<file path="src/rtl/alu_pkg.sv">
// Shared ALU definitions: operation select encoding used by the execute stage
// and by anything that drives or checks the ALU.
package alu_pkg;

   localparam int ALU_W = 32;

   typedef enum logic [3:0] {
      ALU_ADD = 4'd0,
      ALU_SUB = 4'd1,
      ALU_AND = 4'd2,
      ALU_OR  = 4'd3,
      ALU_XOR = 4'd4,
      ALU_SLT = 4'd5,
      ALU_SLL = 4'd6,
      ALU_SRL = 4'd7,
      ALU_SRA = 4'd8
   } alu_op_t;

endpackage

</file>
<file path="src/rtl/alu32_core.sv">
// Purely combinational ALU datapath: shared 33-bit adder/subtractor, logic ops,
// signed compare and barrel shifts, plus the four condition flags.
module alu32_core
   import alu_pkg::*;
(
   input  logic [ALU_W-1:0] a,
   input  logic [ALU_W-1:0] b,
   input  alu_op_t          op,
   output logic [ALU_W-1:0] y,
   output logic             z,
   output logic             n,
   output logic             c,
   output logic             v
);

   logic             sub;
   logic [ALU_W-1:0] b_eff;
   logic [ALU_W:0]   sum;
   logic [4:0]       shamt;

   // Subtraction reuses the adder as a + ~b + 1, so carry means "no borrow".
   assign sub   = (op == ALU_SUB);
   assign b_eff = sub ? ~b : b;
   assign sum   = {1'b0, a} + {1'b0, b_eff} + {{ALU_W{1'b0}}, sub};
   assign shamt = b[4:0];

   always_comb begin
      // NOTE: every output of this block gets a default first, so no path
      // through the case can leave a value held over and infer a latch.
      y = '0;
      c = 1'b0;
      v = 1'b0;
      case (op)
         ALU_ADD, ALU_SUB: begin
            y = sum[ALU_W-1:0];
            c = sum[ALU_W];
            v = (a[ALU_W-1] == b_eff[ALU_W-1]) && (sum[ALU_W-1] != a[ALU_W-1]);
         end
         ALU_AND: y = a & b;
         ALU_OR:  y = a | b;
         ALU_XOR: y = a ^ b;
         // True signed compare; the sign of a-b is wrong when the subtraction overflows.
         ALU_SLT: y = {{(ALU_W-1){1'b0}}, ($signed(a) < $signed(b))};
         ALU_SLL: y = a << shamt;
         ALU_SRL: y = a >> shamt;
         ALU_SRA: y = $signed(a) >>> shamt;
         default: y = '0;
      endcase
   end

   assign z = (y == '0);
   assign n = y[ALU_W-1];

endmodule

</file>
<file path="src/rtl/alu32.sv">
// Execute-stage ALU: combinational core followed by a single register stage
// for result and flags, giving exactly one cycle of latency.
module alu32
   import alu_pkg::*;
(
   input  logic        clk,
   input  logic        rst,
   input  logic [31:0] a,
   input  logic [31:0] b,
   input  alu_op_t     op,
   output logic [31:0] y,
   output logic        z,
   output logic        n,
   output logic        c,
   output logic        v
);

   logic [31:0] y_nxt;
   logic        z_nxt;
   logic        n_nxt;
   logic        c_nxt;
   logic        v_nxt;

   alu32_core u_core (
      .a  (a),
      .b  (b),
      .op (op),
      .y  (y_nxt),
      .z  (z_nxt),
      .n  (n_nxt),
      .c  (c_nxt),
      .v  (v_nxt)
   );

   // NOTE: registered state uses non-blocking assignments so every flop
   // samples the pre-edge values regardless of statement order.
   always_ff @(posedge clk) begin
      if (rst) begin
         y <= '0;
         z <= 1'b0;
         n <= 1'b0;
         c <= 1'b0;
         v <= 1'b0;
      end else begin
         y <= y_nxt;
         z <= z_nxt;
         n <= n_nxt;
         c <= c_nxt;
         v <= v_nxt;
      end
   end

endmodule

</file>
<file path="config.mk">
export PLATFORM = sky130hd
export DESIGN_NAME = alu32
export DESIGN_NICKNAME = d
export VERILOG_FILES = /design/src/rtl/alu_pkg.sv /design/src/rtl/alu32_core.sv /design/src/rtl/alu32.sv
export SDC_FILE = /design/constraint.sdc
export NUM_CORES = 1
export LEC_CHECK = 0
export ABC_AREA = 1
export CAP_MARGIN = 20
export CORE_UTILIZATION = 40
export DETAILED_ROUTE_END_ITERATION = 10
export GPL_TIMING_DRIVEN = 0
export PLACE_DENSITY = 0.61
export SLEW_MARGIN = 0
export SYNTH_ARGS = -nofsm -noshare
export SYNTH_HDL_FRONTEND = slang
export SYNTH_SLANG_ARGS = --single-unit
export TNS_END_PERCENT = 100
</file>
<file path="constraint.sdc">
create_clock -name clk -period 2.7 [get_ports clk]
set_input_delay 0.27 -clock clk [delete_from_list [all_inputs] [get_ports clk]]
set_output_delay 0.27 -clock clk [all_outputs]
set_load 0.05 [all_outputs]
</file>
==> results of run 1 <==
==> state kept, by name (all words and copies together), names as in the netlist <==
signal and flops:
y 32, v 1, c 1, z 1
==> final timing paths <==
| check | from | to | slack, ns | cells past startpoint |
|---|---|---|---|---|
| max | a[5] | z$_SDFF_PP0_ | -0.11 | 18 |
| min | op[1] | y[0]$_SDFF_PP0_ | 0.61 | 4 |
==> layer usage <==
| layer | up-vias | part of all wire |
|---|---|---|
| li1 | 6244 | - |
| met1 | 6273 | 0.39 |
| met2 | 763 | 0.45 |
| met3 | 179 | 0.094 |
| met4 | 0 | 0.065 |
| met5 | - | 0 |
==> where the power goes <==
group          internal [µW]  switching (µW)
logic                    872            1760
clock network            340             213
registers                553            10.1
==> cells in the mapped netlist (5+ instances only) <==
cell type	count
o211ai_1	14
and3_1	5
nand4_1	5
inv_1	179
dfxtp_1	35
xor2_1	31
buf_1	16
and2_1	6
inv_2	7
ha_1	137
buf_4	9
nand2_2	15
buf_6	9
clkbuf_1	17
nand3_1	380
o21ai_1	6
nand3b_1	11
or2_2	6
nor3_1	17
nor2_1	162
a21oi_1	81
o221ai_1	6
o21bai_1	5
o21ai_0	47
buf_2	23
nand2_1	514
o22ai_1	5
==> timing repair <==
action,in CTS,in global routing
endpoints found under the hold margin,0,0
gates cloned,1,0
buffers inserted,38,5
resized for setup,214,77
pin swaps,55,22
setup endpoints to repair,35,14
==> stage by stage <==
step,setup WS [ns],hold WS (ns)
6_report,-0.109,0.611
3_3_place_gp,-1.90,1.08
5_1_grt,-0.317,0.637
3_5_place_dp,-1.83,1.05
4_1_cts,-0.00941,0.586
2_1_floorplan,0.0550,0.339
==> area by class of cell <==
class / instances / area [µm²] / share of cell area
multi-input combinational: 1495 / 8770 / 0.692
timing repair buffer: 149 / 1390 / 0.109
inverter: 189 / 737 / 0.0582
sequential: 35 / 701 / 0.0553
buffer: 75 / 533 / 0.0421
tap: 324 / 405 / 0.0320
clock buffer: 6 / 129 / 0.0102
clock inverter: 2 / 12.5 / 0.000988
==> placed cells by master, fill, tap and decap left out, drive strengths merged, types with 4 or more instances in the layout <==
cell type | Yosys | final
nand2 | 529 | 529
ha | 137 | 137
nor4 | 4 | 4
o221ai | 6 | 6
o22ai | 5 | 5
a221oi | 5 | 5
clkdlybuf4s50 | 0 | 81
o211ai | 14 | 14
clkbuf | 18 | 23
o21ai | 54 | 54
or2 | 7 | 7
nor3 | 18 | 18
dfxtp | 35 | 35
buf | 57 | 108
nand4 | 5 | 5
inv | 187 | 187
and2 | 6 | 6
nand3b | 11 | 11
dlygate4sd2 | 0 | 10
a31oi | 4 | 4
xor2 | 31 | 31
o21bai | 5 | 5
nor2 | 169 | 169
and3 | 5 | 5
dlymetal6s2s | 0 | 6
nand3 | 380 | 380
a21oi | 83 | 83
==> critical path, cell delays in order <==
cell and delay, ns:
clkdlybuf4s50_1 0.62, ha_1 0.51, nand2_2 0.11, nor2_2 0.12
nand2_1 0.09, nand2_1 0.09, nand2_1 0.07, nand3_2 0.12
nand3_4 0.12, nor2_4 0.16, nand2_1 0.08, inv_2 0.07
nand2_1 0.07, nor2_2 0.16, nand2_1 0.09, nor2_2 0.12
nand3_1 0.08, nor2_1 0.08
==> cell families after synthesis <==
logic type,count (synthesis)
buffers and inverters,264
DFF,35
xor gates and xnor gates,31
and+or+nand+nor,1134
adders and majority gates,138
AOI/OAI and AO/OA,192
==> flow_summary.toml, run 1 <==
[synth]
ys.warnings.count = 0
synthAdderAreaFrac = 0.175
synthTopCellsByArea = "nand2_1 (19%), nand3_1 (19%), ha_1 (17%)"
synth_top_area_frac = 0.195
syn-cell-area_um2 = 9900
ys_seq_area_frac = 0.0708
avgSynthCellArea_um2 = 5.52
synthSimpleGateAreaFrac = 0.499
synth_seq_cells = 35
async_reset_ff_frac = 0
synth.area.mux_share = 0
synth_top_family_by_area = "simple AND/OR/NAND/NOR gates"
ys.flop_type = "dfxtp_1"
synth_top_cell_by_area = "nand2_1"
synthXorXnorAreaFrac = 0.0274
synth_compound_area_frac = 0.114
syn_inst = 1794
syn-num-nets = 2002
synth_cell_types = 51
synth_edf_count = 0

[routing]
num_vias = 13500
viasPerCell = 5.92
drtIter0Drc = 1542
drc = 0
finalWirelength_mm = 54.4
drt_first_pass_iters = 6
antenna_left = 0
wl_per_cell_um = 23.9

[worst_hold_path]
hp-class = "in -> reg"

[status]
violations = "setup timing"
status = "finished, violations left"

[setup_path]
cp-start-kind = "input port"
crit_arrival_ns = 3.03
worstSetupPathType = "in -> reg"
path_max_fanout = 6
critPathRequiredTime_ns = 2.92
endpoint_kind = "flop"

[cts]
clockBufferDepth = 2
cts_tree = "built"
clkTransAtPathRegs_ns = 0.05
root_buffer = "clkbuf_16"
clock-sinks = 35
numCtsBuffers = 5
cts_max_level = 2
cts_hold_buf = 0

[floorplanning]
num_rows = 57
coreArea_um2 = 24300
die_w_um = 159
die_y_um = 159
start_util = 0.407
die-area_um2 = 25400
ios = 106

[place]
place.gp.congestion = 1.07
placed_cells = 2223
place_hpwl_mm = 44.1
portBuffers = 105
placed_cell_area_um2 = 11400

[power_and_ir_drop]
finalPower_uw = 3750
peakVddDrop_v = 0.000295
p_leak_uw = 0.00643
powerDensity_nw_per_um2 = 296

[sta]
hold_viol_final = 0
fin_ws_ns = -0.109
slew-limit-headroom = 0.418
fin_crit_ns = 2.81
max_freq_ghz = 0.356
tightest_slew_ns = 0.873
period_share = 1.04
finalSetupViolCount = 1
rsz0062_at_grt = "yes"
finalSetupTns_ns = -0.109
slew_viol_final = 0

[layout]
final_nets = 2158
fin_area_um2 = 12700
fin_util = 0.521
drive_gt1_frac = 0.154
diodes = 0
fillCellCount = 2564
layout.cells.non_filler = 2275
area_growth_pct = 28.0

[global_route]
grt_first_pass_wirelength_mm = 80.1
grt_pass1_vias = 12900
grt_max_degree = 12
grt_usage = 0.421
grt_use_met1 = 0.523
antenna_found_initial = 0
gr-total-overflow = 0
top_usage_layer = "met2"
met2_usage = 0.702
gr-usage-met3 = 0.0610

[flow_run]
drv_cap = 0
No activity file was read; power rests on OpenSTA's default activity.
==> run 2, diff against run 1 <==
--- a/config.mk
+++ b/config.mk
@@ -9,8 +9,9 @@
 export CAP_MARGIN = 20
 export CORE_UTILIZATION = 40
 export DETAILED_ROUTE_END_ITERATION = 10
+export DONT_BUFFER_PORTS = 1
 export GPL_TIMING_DRIVEN = 0
-export PLACE_DENSITY = 0.61
+export PLACE_DENSITY = 0.55
 export SLEW_MARGIN = 0
 export SYNTH_ARGS = -nofsm -noshare
 export SYNTH_HDL_FRONTEND = slang
==> run 2 against run 1 <==
  * The run still ends with setup timing left
  * Non-clock buffer count decreased by 128
  * Design area fell by 11%
  * First-iteration DRC count shrank 4.5%
  * Worst setup slack better by 0.10 ns
  * Wire length decreased by 1.8%
  * Flip-flop and latch count unchanged
  * Die area is the same
  * Fmax rose by 3.9%
  * Core utilization down 6.0 points
  * Largest power group unchanged
  * Highest routed layer unchanged
==> flow_summary.toml, run 2 (synthesized netlist as in run 1, its figures left out) <==
[status]
status = "finished, violations left"
violations = "setup timing"

[floorplanning]
ios = 106
start_util = 0.407
coreArea_um2 = 24300
num_rows = 57
die_y_um = 159
die_w_um = 159
die-area_um2 = 25400

[power_and_ir_drop]
p_leak_uw = 0.00583
peakVddDrop_v = 0.000323
finalPower_uw = 3410
powerDensity_nw_per_um2 = 304

[place]
portBuffers = 0
place_hpwl_mm = 44.0
placed_cell_area_um2 = 10300
place.gp.congestion = 1.11

[global_route]
gr-total-overflow = 0
antenna_found_initial = 0
grt_first_pass_wirelength_mm = 76.9
grt_usage = 0.408
grt_pass1_vias = 12000
grt_max_degree = 21

[routing]
top_layer = "met4"
wl_per_cell_um = 24.9
drc = 0
finalWirelength_mm = 53.4
wl_met2_mm = 23.9
drtIter0Drc = 1473
num_vias = 12800
drt-met1-wl_mm = 21.1
viasPerCell = 5.98
drt_first_pass_iters = 6
wl_met3_mm = 4.84
antenna_left = 0

[layout]
area_growth_pct = 13.3
regMostFlops = "y"
final_cell_mix = "nand2_1 (491), nand3_1 (359), inv_1 (174)"
fin_area_um2 = 11200
final_nets = 2030
final_common_cell = "nand2_1"
diodes = 0
largest_register_ffs = 32
multi_input_area_um2 = 8590
fillCellCount = 2743
seq_area_um2 = 701
drive_gt1_frac = 0.120

[flow_run]
drv_cap = 0

[worst_hold_path]
hp-class = "in -> reg"
hold_depth = 1

[setup_path]
worstSetupPathType = "in -> reg"
critPathRequiredTime_ns = 2.92
cp-start-kind = "input port"
path_max_fanout = 10
cp_num_cells = 12
critical-path-slowest-cell = "buf_1"
max_stage_delay_ns = 0.65
endpoint_kind = "flop"
crit_top_cell = "nand3_1"
path_cells = "buf_2, buf_1, nand3_1, nand3_1, nand2_1, nor2_1, nand3_1, nor2_1, nand3_1, nor2_2, nand3_1, nor2_1"
cpLargestDelayFamily = "simple AND/OR/NAND/NOR gates"
path_buf_inv = 2
crit_arrival_ns = 2.93

[sta]
slew_viol_final = 0
tightest_slew_ns = 0.986
finalSetupViolCount = 1
period_share = 1.00
rsz0062_at_grt = "yes"
slew-limit-headroom = 0.342
fin_ws_ns = -0.00352
max_freq_ghz = 0.370
fin_crit_ns = 2.70
hold_viol_final = 0

[cts]
cts_max_level = 2
clkTransAtPathRegs_ns = 0.05
cts_hold_buf = 0
root_buffer = "clkbuf_16"
cts_tree = "built"
numCtsBuffers = 5
clock-sinks = 35
clockBufferDepth = 2
==> run 2: path summary, 6_finish.rpt <==
check,to,startpoint,slack [ns]
worst max-delay path,z$_SDFF_PP0_,b[3],-0.004
worst min-delay path,y[10]$_SDFF_PP0_,rst,0.06
==> run 2: layer usage <==
metal / vias to the layer above / GRT usage
met5: - / 0
met4: 0 / 0.230
met3: 197 / 0.0831
met2: 669 / 0.672
met1: 6003 / 0.496
li1: 5975 / -
==> run 2: per-stage QoR <==
stage                     setup TNS, ns  instances  setup slack, ns  hold WS (ns)  utilization
after floorplan                       0       1794           0.0550         0.339            -
after global placement           -21.69       2118            -1.12         0.356        0.424
after detailed placement         -18.68       2118            -1.02         0.352        0.424
after CTS                             0       2132          0.00205        0.0557        0.441
after global routing             -0.130       2147           -0.130        0.0505        0.461
final                          -0.00352       2147         -0.00352        0.0580        0.461
==> run 2: power by group <==
group	internal (µW)	switching (µW)
sequential	554	141
clock	392	203
combinational	673	1450
==> run 2: final cells by class <==
| cell class | count | area share |
|---|---|---|
| timing repair buffer | 23 | 0.0154 |
| inverter | 189 | 0.0638 |
| tap | 324 | 0.0361 |
| sequential | 35 | 0.0625 |
| buffer | 73 | 0.0425 |
| clock buffer | 8 | 0.0139 |
| multi-input combinational | 1495 | 0.766 |
==> run 2: what timing repair did <==
item	4_1_cts	5_1_grt
pin swaps	6	24
gates cloned	0	0
setup endpoints to repair	32	10
setup buffers	8	15
resized for setup	56	101
endpoints found under the hold margin	0	0
==> edit, RTL diff (flow settings as in run 2) <==
Remove the case item `ALU_SRL` of the case on `op`.
--- a/src/rtl/alu32_core.sv
+++ b/src/rtl/alu32_core.sv
@@ -44,3 +44,2 @@
          ALU_SLL: y = a << shamt;
-         ALU_SRL: y = a >> shamt;
          ALU_SRA: y = $signed(a) >>> shamt;
Formal check against the unedited RTL: not equivalent (a bounded check fails within 4 cycles, from zero or initial values and one cycle with rst high).
==> edit against run 2 <==
The run still ends with negative setup slack left. Design area up 3.8%. Fmax down 3.4%. Sequential cell count unchanged. Worst hold slack better by 250 ps. Setup slack worse by 96 ps. Cell count down 1.3%. Power up 6.0%. Area after synthesis down 1.4%. Routed wire length about the same. Critical path type unchanged. Largest cell class unchanged. Largest power group unchanged. Highest routed layer unchanged.
==> edit: results (changes against run 2) <==
Clocking
  – Setup bufs post-CTS: 5 (-3)
  – # resized after CTS: 60 (+7.1%)

Synthesis
  – Synth top cells by count: nand2_1, nand3_1, inv_1
  – Seq/Total Area, Yosys: 7.18% (+0.10 points)
  – Synth Area in Compound Gates: 11.4% (about the same)
  – Adder-cell share of the synthesized area: 17.6% (+0.12 points)
  – Synth Area in XOR/XNOR: 2.96% (+0.22 points)
  – Leading area contributor after synthesis: nand3_1

Route
  – Post-route met1 wirelength: 21,100 um (about the same)
  – First DRT Iteration DRCs: 1,434 (-2.6%)
  – Metal3 WL: 5740 um (+19%)
  – Met2 wire len: 22,800 um (-4.4%)
  – Total Wirelength: 53,400 um (about the same)

Placed design
  – Placement Cell Area: 10,200 um^2 (-1.4%)
  – Detailed Place HPWL: 43,300 um (-1.5%)
  – Setup slack after placement: -1050 ps (-32.1 ps)
  – GPL Wtd Cong: 1.03 (-7.7%)

Layout
  – Share of layout cells above drive strength 1: 16.1% (+4.1 points)
  – Final Non-Filler Cells: 2,119 (-1.3%)

Global routing
  – Largest net degree at the start of global routing: 20 (-4.8%)
  – Met1 Use GR: 55.1% (+5.5 points)
  – Initial antenna violation count: 2 (+2)
  – Met2 usage: 64.6% (-2.6 points)
  – First-pass GRT wire length: 76,000 um (-1.2%)
  – Met3 GRT Util: 8.24% (-0.070 points)

Worst setup path
  – Slowest cell on crit path: ha_4
  – Largest fanout on the critical path: 6 (-4)
  – CP max stage delay: 330 ps (-320 ps)

Status
  – Outcome: complete, but fails checks
  – Failing checks: negative setup slack

Power and ir drop
  – Sw Ratio: 51.6% (-0.99 points)
  – Clock network power: 0.000633 W (+6.4%)
  – Sequential group share of total power: 18.8% (-1.6 points)
  – Leakage: 5.82 nW (-0.25%)

Timing
  – Final setup margin: -99.2 ps (-95.7 ps)
  – Setup violators final: 1 (unchanged)
  – Setup TNS: -99.2 ps (-95.7 ps)
  – Worst Tran Pin Value: 919 ps (-67.3 ps)
[edit: changes by cell type after synthesis, moves of 6 or more]
cell	delta
buf_2	+8
a21oi_1	+13
nand4_1	+8
o22ai_1	+8
nand2_1	-51
o21ai_0	-8
o221ai_1	-6
inv_1	+7
nand2_4	+6
[edit: final cells by class]
class | count | area [um^2]
Clock buffer | 5 | 125
Sequential cell | 35 | 701
Antenna cell | 3 | 7.51
Fill cell | 2605 | 12000
Buffer | 75 | 483
Tap cell | 319 | 399
Inverter | 194 | 747
Multi-Input combinational cell | 1451 | 8840
Timing Repair Buffer | 34 | 298
Clock inverter | 3 | 43.8
[edit: path summary, 6_finish.rpt]
check | from | endpoint | slack, ps
min | a[31] | v$_SDFF_PP0_ | 300
max | op[0] | z$_SDFF_PP0_ | -100
[edit: critical path, delay by kind of cell]
family,cells,cell delay (ps)
fa+ha+maj,1,330
xor+xnor,1,160
simple gates,19,1890
buf+inv,3,350
